### src/rtl/vga_scanout_if.sv
// Framebuffer read port between vga_scanout (master) and the pixel RAM (slave).
// rd_data is valid one clk after an rd_en strobe and held until the next read.
interface vga_scanout_if;
  logic [15:0] rd_addr;
  logic        rd_en;
  logic [11:0] rd_data;

  modport master (output rd_addr, output rd_en, input rd_data);
  modport slave  (input rd_addr, input rd_en, output rd_data);
endinterface

### src/rtl/vga_scanout.sv
// 640x480@60 VGA scan-out of a 256x256x12 framebuffer window, two-stage pixel pipeline.
// Optional macro VGA_SCANOUT_BORDER_EN: active pixels outside the window show BORDER_COLOR.
module vga_scanout #(
  parameter int          H_ACTIVE     = 640,
  parameter int          H_FP         = 16,
  parameter int          H_SYNC       = 96,
  parameter int          H_BP         = 48,
  parameter int          V_ACTIVE     = 480,
  parameter int          V_FP         = 10,
  parameter int          V_SYNC       = 2,
  parameter int          V_BP         = 33,
  parameter int          X_OFF        = 192,
  parameter int          Y_OFF        = 112,
  parameter logic [11:0] BORDER_COLOR = 12'h00F
) (
  input  logic          clk,
  input  logic          rst_n,
  input  logic          pix_ce,
  vga_scanout_if.master fb,
  output logic          hsync,
  output logic          vsync,
  output logic          de,
  output logic [11:0]   rgb,
  output logic          frame_done
);

  localparam int H_TOTAL = H_ACTIVE + H_FP + H_SYNC + H_BP;
  localparam int V_TOTAL = V_ACTIVE + V_FP + V_SYNC + V_BP;
  localparam int SPAN_H  = (H_TOTAL > X_OFF + 257) ? H_TOTAL : X_OFF + 257;
  localparam int SPAN_V  = (V_TOTAL > Y_OFF + 257) ? V_TOTAL : Y_OFF + 257;
  localparam int CW      = $clog2((SPAN_H > SPAN_V) ? SPAN_H : SPAN_V);

  localparam logic [CW-1:0] H_LAST = CW'(H_TOTAL - 1);
  localparam logic [CW-1:0] V_LAST = CW'(V_TOTAL - 1);
  localparam logic [CW-1:0] H_ACT  = CW'(H_ACTIVE);
  localparam logic [CW-1:0] V_ACT  = CW'(V_ACTIVE);
  localparam logic [CW-1:0] V_FD   = CW'(V_ACTIVE - 1);
  localparam logic [CW-1:0] HS_BEG = CW'(H_ACTIVE + H_FP);
  localparam logic [CW-1:0] HS_END = CW'(H_ACTIVE + H_FP + H_SYNC);
  localparam logic [CW-1:0] VS_BEG = CW'(V_ACTIVE + V_FP);
  localparam logic [CW-1:0] VS_END = CW'(V_ACTIVE + V_FP + V_SYNC);
  localparam logic [CW-1:0] X_BEG  = CW'(X_OFF);
  localparam logic [CW-1:0] X_END  = CW'(X_OFF + 256);
  localparam logic [CW-1:0] Y_BEG  = CW'(Y_OFF);
  localparam logic [CW-1:0] Y_END  = CW'(Y_OFF + 256);

`ifdef VGA_SCANOUT_BORDER_EN
  localparam logic [11:0] BORDER = BORDER_COLOR;
`else
  localparam logic [11:0] BORDER = BORDER_COLOR & 12'h000;
`endif

  function automatic logic is_act(input logic [CW-1:0] h, input logic [CW-1:0] v);
    return (h < H_ACT) && (v < V_ACT);
  endfunction

  function automatic logic is_win(input logic [CW-1:0] h, input logic [CW-1:0] v);
    return is_act(h, v) && (h >= X_BEG) && (h < X_END) && (v >= Y_BEG) && (v < Y_END);
  endfunction

  logic [CW-1:0] h_cnt, v_cnt;
  logic [CW-1:0] h_nxt, v_nxt;

  always_comb begin
    h_nxt = h_cnt + CW'(1);
    v_nxt = v_cnt;
    if (h_cnt == H_LAST) begin
      h_nxt = '0;
      v_nxt = (v_cnt == V_LAST) ? '0 : v_cnt + CW'(1);
    end
  end

  always_ff @(posedge clk or negedge rst_n) begin
    if (!rst_n) begin
      h_cnt <= '0;
      v_cnt <= '0;
    end else if (pix_ce) begin
      h_cnt <= h_nxt;
      v_cnt <= v_nxt;
    end
  end

  // Read request and frame_done are decoded one position ahead so that, while the
  // counters sit at (h,v), the strobe for (h,v) is already registered and only
  // needs gating with pix_ce; the RAM then returns data in time for stage 2.
  logic [15:0] rd_addr_q;
  logic        rd_pend;
  logic        fd_arm;

  always_ff @(posedge clk or negedge rst_n) begin
    if (!rst_n) begin
      rd_addr_q <= '0;
      rd_pend   <= 1'b0;
      fd_arm    <= 1'b0;
    end else if (pix_ce) begin
      rd_pend <= is_win(h_nxt, v_nxt);
      fd_arm  <= (h_nxt == H_LAST) && (v_nxt == V_FD);
      if (is_win(h_nxt, v_nxt))
        rd_addr_q <= {8'(v_nxt - Y_BEG), 8'(h_nxt - X_BEG)};
    end
  end

  assign fb.rd_addr = rd_addr_q;
  assign fb.rd_en   = rd_pend & pix_ce;
  assign frame_done = fd_arm & pix_ce;

  // Stage 1: position flags travel alongside the outstanding RAM read.
  logic hs1, vs1, act1, win1;

  always_ff @(posedge clk or negedge rst_n) begin
    if (!rst_n) begin
      hs1  <= 1'b1;
      vs1  <= 1'b1;
      act1 <= 1'b0;
      win1 <= 1'b0;
    end else if (pix_ce) begin
      hs1  <= !((h_cnt >= HS_BEG) && (h_cnt < HS_END));
      vs1  <= !((v_cnt >= VS_BEG) && (v_cnt < VS_END));
      act1 <= is_act(h_cnt, v_cnt);
      win1 <= is_win(h_cnt, v_cnt);
    end
  end

  // Stage 2: registered DAC outputs.
  always_ff @(posedge clk or negedge rst_n) begin
    if (!rst_n) begin
      hsync <= 1'b1;
      vsync <= 1'b1;
      de    <= 1'b0;
      rgb   <= '0;
    end else if (pix_ce) begin
      hsync <= hs1;
      vsync <= vs1;
      de    <= act1;
      rgb   <= win1 ? fb.rd_data : (act1 ? BORDER : '0);
    end
  end

endmodule
### src/flat_wrapper.sv
// flat-port wrapper written by rule: the top's interface ports become plain ports
module vga_scanout_flat 
#(
  parameter int          H_ACTIVE     = 640,
  parameter int          H_FP         = 16,
  parameter int          H_SYNC       = 96,
  parameter int          H_BP         = 48,
  parameter int          V_ACTIVE     = 480,
  parameter int          V_FP         = 10,
  parameter int          V_SYNC       = 2,
  parameter int          V_BP         = 33,
  parameter int          X_OFF        = 192,
  parameter int          Y_OFF        = 112,
  parameter logic [11:0] BORDER_COLOR = 12'h00F
)
  (clk, rst_n, pix_ce, hsync, vsync, de, rgb, frame_done, fb_rd_addr, fb_rd_en, fb_rd_data);
  vga_scanout_if fb_i ();
  input  logic clk;
  input  logic rst_n;
  input  logic pix_ce;
  output logic hsync;
  output logic vsync;
  output logic de;
  output logic [11:0] rgb;
  output logic frame_done;
  output wire logic [$bits(fb_i.rd_addr)-1:0] fb_rd_addr;
  output wire logic [$bits(fb_i.rd_en)-1:0] fb_rd_en;
  input wire logic [$bits(fb_i.rd_data)-1:0] fb_rd_data;
  assign fb_rd_addr = fb_i.rd_addr;
  assign fb_rd_en = fb_i.rd_en;
  assign fb_i.rd_data = fb_rd_data;
  vga_scanout #(.H_ACTIVE(H_ACTIVE), .H_FP(H_FP), .H_SYNC(H_SYNC), .H_BP(H_BP), .V_ACTIVE(V_ACTIVE), .V_FP(V_FP), .V_SYNC(V_SYNC), .V_BP(V_BP), .X_OFF(X_OFF), .Y_OFF(Y_OFF), .BORDER_COLOR(BORDER_COLOR)) u_core (.clk(clk), .rst_n(rst_n), .pix_ce(pix_ce), .fb(fb_i), .hsync(hsync), .vsync(vsync), .de(de), .rgb(rgb), .frame_done(frame_done));
endmodule
### config.mk
export PLATFORM = sky130hd
export DESIGN_NAME = vga_scanout_flat
export DESIGN_NICKNAME = d
export VERILOG_FILES = /design/src/rtl/vga_scanout_if.sv /design/src/rtl/vga_scanout.sv /design/src/flat_wrapper.sv
export SDC_FILE = /design/constraint.sdc
export NUM_CORES = 1
export LEC_CHECK = 0
export ABC_CLOCK_PERIOD_IN_PS = 4600
export CAP_MARGIN = 10
export CORE_MARGIN = 2
export CORE_UTILIZATION = 45
export CTS_CLUSTER_DIAMETER = 50
export DETAILED_ROUTE_END_ITERATION = 12
export HOLD_SLACK_MARGIN = 0.1
export PLACE_DENSITY = 0.71
export SKIP_CTS_REPAIR_TIMING = 1
export SYNTH_ARGS = -nofsm -noshare
export SYNTH_HDL_FRONTEND = slang
export SYNTH_SLANG_ARGS = --single-unit
### constraint.sdc
create_clock -name clk -period 4.6 [get_ports clk]
set_input_delay 0.46 -clock clk [delete_from_list [all_inputs] [get_ports clk]]
set_output_delay 0.46 -clock clk [all_outputs]
set_load 0.01 [all_outputs]
==> reports/metrics.cfg <==
[outcome]
status=finished clean

[place]
dpl_worst_slack_ns=0.8988
gp_congestion=0.8296
dp_hpwl_um=4562
io_buffer_count=47

[logic_synthesis]
ys_async_sr_fraction_pct=100.0
ys_seq_elements=57
syn_nets=339
ys.warnings.count=0
synth.distinct_cells=48
synthFlopType=dfrtp_1
netlist_area_um2=3093
synthCells=315
syn_area_per_cell_um2=9.819
synth-edff-count=0
yosysSeqAreaShare_pct=46.28

[power]
leakagePower_nw=1.564
powerDensity_nw_per_um2=324.7
ir_drop_v=0.0002079

[detailed_routing]
dr_total_vias=2406
via_per_inst=5.431
avgRoutedWirePerCell_um=14.84
drc=0
totalWireLength_um=6575
drtIter0Drc=110
dr.pass1.iters=4
ant_nets=0

[final_layout]
final_common_cell=dfrtp_1
final_cell_mix=53 x dfrtp_1, 46 x clkdlybuf4s50_1, 33 x o21ai_0
layout.nets=382
drive_gt1_share_pct=14.60
area_delta_synth_final_pct=23.14
n_antenna_cell=0

[floorplanning]
dieArea_um2=7552
core_area_um2=6719
fp.dieW_um=86.91
ios=48
initial_utilization_pct=46.03
die_h_um=86.91
rows=30

[timing]
fin_ws_ns=0.8441
finalCritPeriodShare_pct=81.65
finClkSkew_ns=0.005673
max_freq_mhz=266.2
timing_hold_violations_final=0
slew_headroom_pct=53.38
min_period_ns=3.756
worstMarginPinSlew_ns=0.6993
hold_ws_ns=0.2725
finalSetupViolCount=0
setup_tns_ns=0
rsz0062_at_grt=false
slew_violations=0

[cts]
cts_buffers=9
clk_pin_slew_ns=0.06
clockBufferDepth=2
cts_tree=built
clock_latency_ns=0.33
cts_root_buffer=clkbuf_8
htreeDepth=3
cts.sinks=57

[worst_setup_path]
cp.arrival_ns=3.97
critPathCaptureType=register
cp_max_fo=17
reg2reg_depth=12
crit_path_start_kind=register
cp_data_required_time_ns=4.81
critical_path_class=register to register

[worst_hold_path]
hold_class=primary input to async pin

[global_routing]
grt_max_degree=58
antenna_found_initial=0
grt_pass1_wl_um=11300
grt-ovfl-total=0
track_usage_pct=19.43
grt_pass1_vias=2312

[flow_run]
cap_violations=0

## state kept, by name (all words and copies together) (netlist names), 10 cells and up
name,count
u_core.rgb,12
u_core.v_cnt,10
u_core.h_cnt,10
u_core.fb.rd_addr,16
## per-layer routing
layer	track usage, %	vias to the layer above	part of all wire [%]
met2	26.44	72	41
met3	4.265	8	5.4
met4	9.517	0	1.6
met5	0	-	0
li1	-	1175	-
met1	28.98	1151	52
## synthesized netlist by cell type, types with 3 or more instances
library cell / instances / area share, %
xnor2_1: 16 / 4.5
nor4_1: 5 / 1.0
o21ai_0: 33 / 5.3
mux2_4: 8 / 3.9
clkbuf_1: 13 / 1.6
ha_1: 9 / 3.6
dfstp_2: 4 / 3.4
nand2_1: 23 / 2.8
buf_2: 3 / 0.49
a21oi_1: 4 / 0.65
xor2_1: 5 / 1.4
nor2_1: 23 / 2.8
nand3b_1: 3 / 0.73
nand3_1: 19 / 3.1
dfrtp_1: 53 / 43
mux2i_1: 3 / 0.97
or3_1: 4 / 0.81
nor3_1: 9 / 1.5
mux2_2: 12 / 4.4
inv_1: 23 / 2.8
and2_1: 3 / 0.61
nand4_1: 5 / 1.0
## cells by family (layout without fill, tap and decap cells)
family / after synthesis / count (layout) / synth area share, %
simple gates: 107 / 107 / 18.04
flops: 57 / 57 / 46.28
compound gates: 55 / 55 / 10.92
buf+inv: 43 / 91 / 5.946
mux: 23 / 23 / 9.224
xor+xnor: 21 / 21 / 5.946
fa+ha+maj: 9 / 9 / 3.641
## where the power goes
group | leakage [nW] | switching (mW) | internal (mW)
sequential | 0.747 | 0.0470 | 0.530
clock | 0.106 | 0.195 | 0.302
combinational | 0.711 | 0.0880 | 0.0749
total | 1.56 | 0.330 | 0.907
## final timing paths
kind	slack, ns	end	start
worst max-delay path	0.84	u_core.fb.rd_addr[2]	u_core.h_cnt[1]
worst min-delay path	0.27	u_core.v_cnt[9]	rst_n
worst max register to register	0.84	u_core.fb.rd_addr[2]	u_core.h_cnt[1]
worst min register to register	0.49	u_core.rd_pend	u_core.rd_pend
max in group asynchronous	3.88	u_core.h_cnt[1]	rst_n
min in group clk	0.49	u_core.rd_pend	u_core.rd_pend
## worst max-delay path: stages (launching register included)
cell      delay [ns]
dfrtp_1         0.41
ha_1            0.23
nand3_1         0.30
or3_1           0.65
nor2_1          0.20
mux2i_1         0.38
inv_1           0.12
ha_1            0.23
nand2b_1        0.11
a21oi_2         0.08
nor4_4          0.23
buf_4           0.32
mux2_2          0.38
## area by class of cell
class,count,area [um2]
fill,586,2910
multi-input combinational,215,1478
sequential,57,1431
timing repair buffer,52,503.0
clock buffer,10,127.6
tap,80,100.1
inverter,23,86.33
clock inverter,6,82.58
## per-stage QoR
step           instance area (um2)  power [mW]  util [%]  instances
2_1_floorplan                 3093      0.6867         -        315
3_3_place_gp                  3598      0.7421     53.56        427
3_5_place_dp                  3598      0.7477     53.56        427
4_1_cts                       3809       1.248     56.69        443
5_1_grt                       3809       1.306     56.69        443
6_report                      3809       1.237     56.69        443
(Power assumes the default switching activity.)
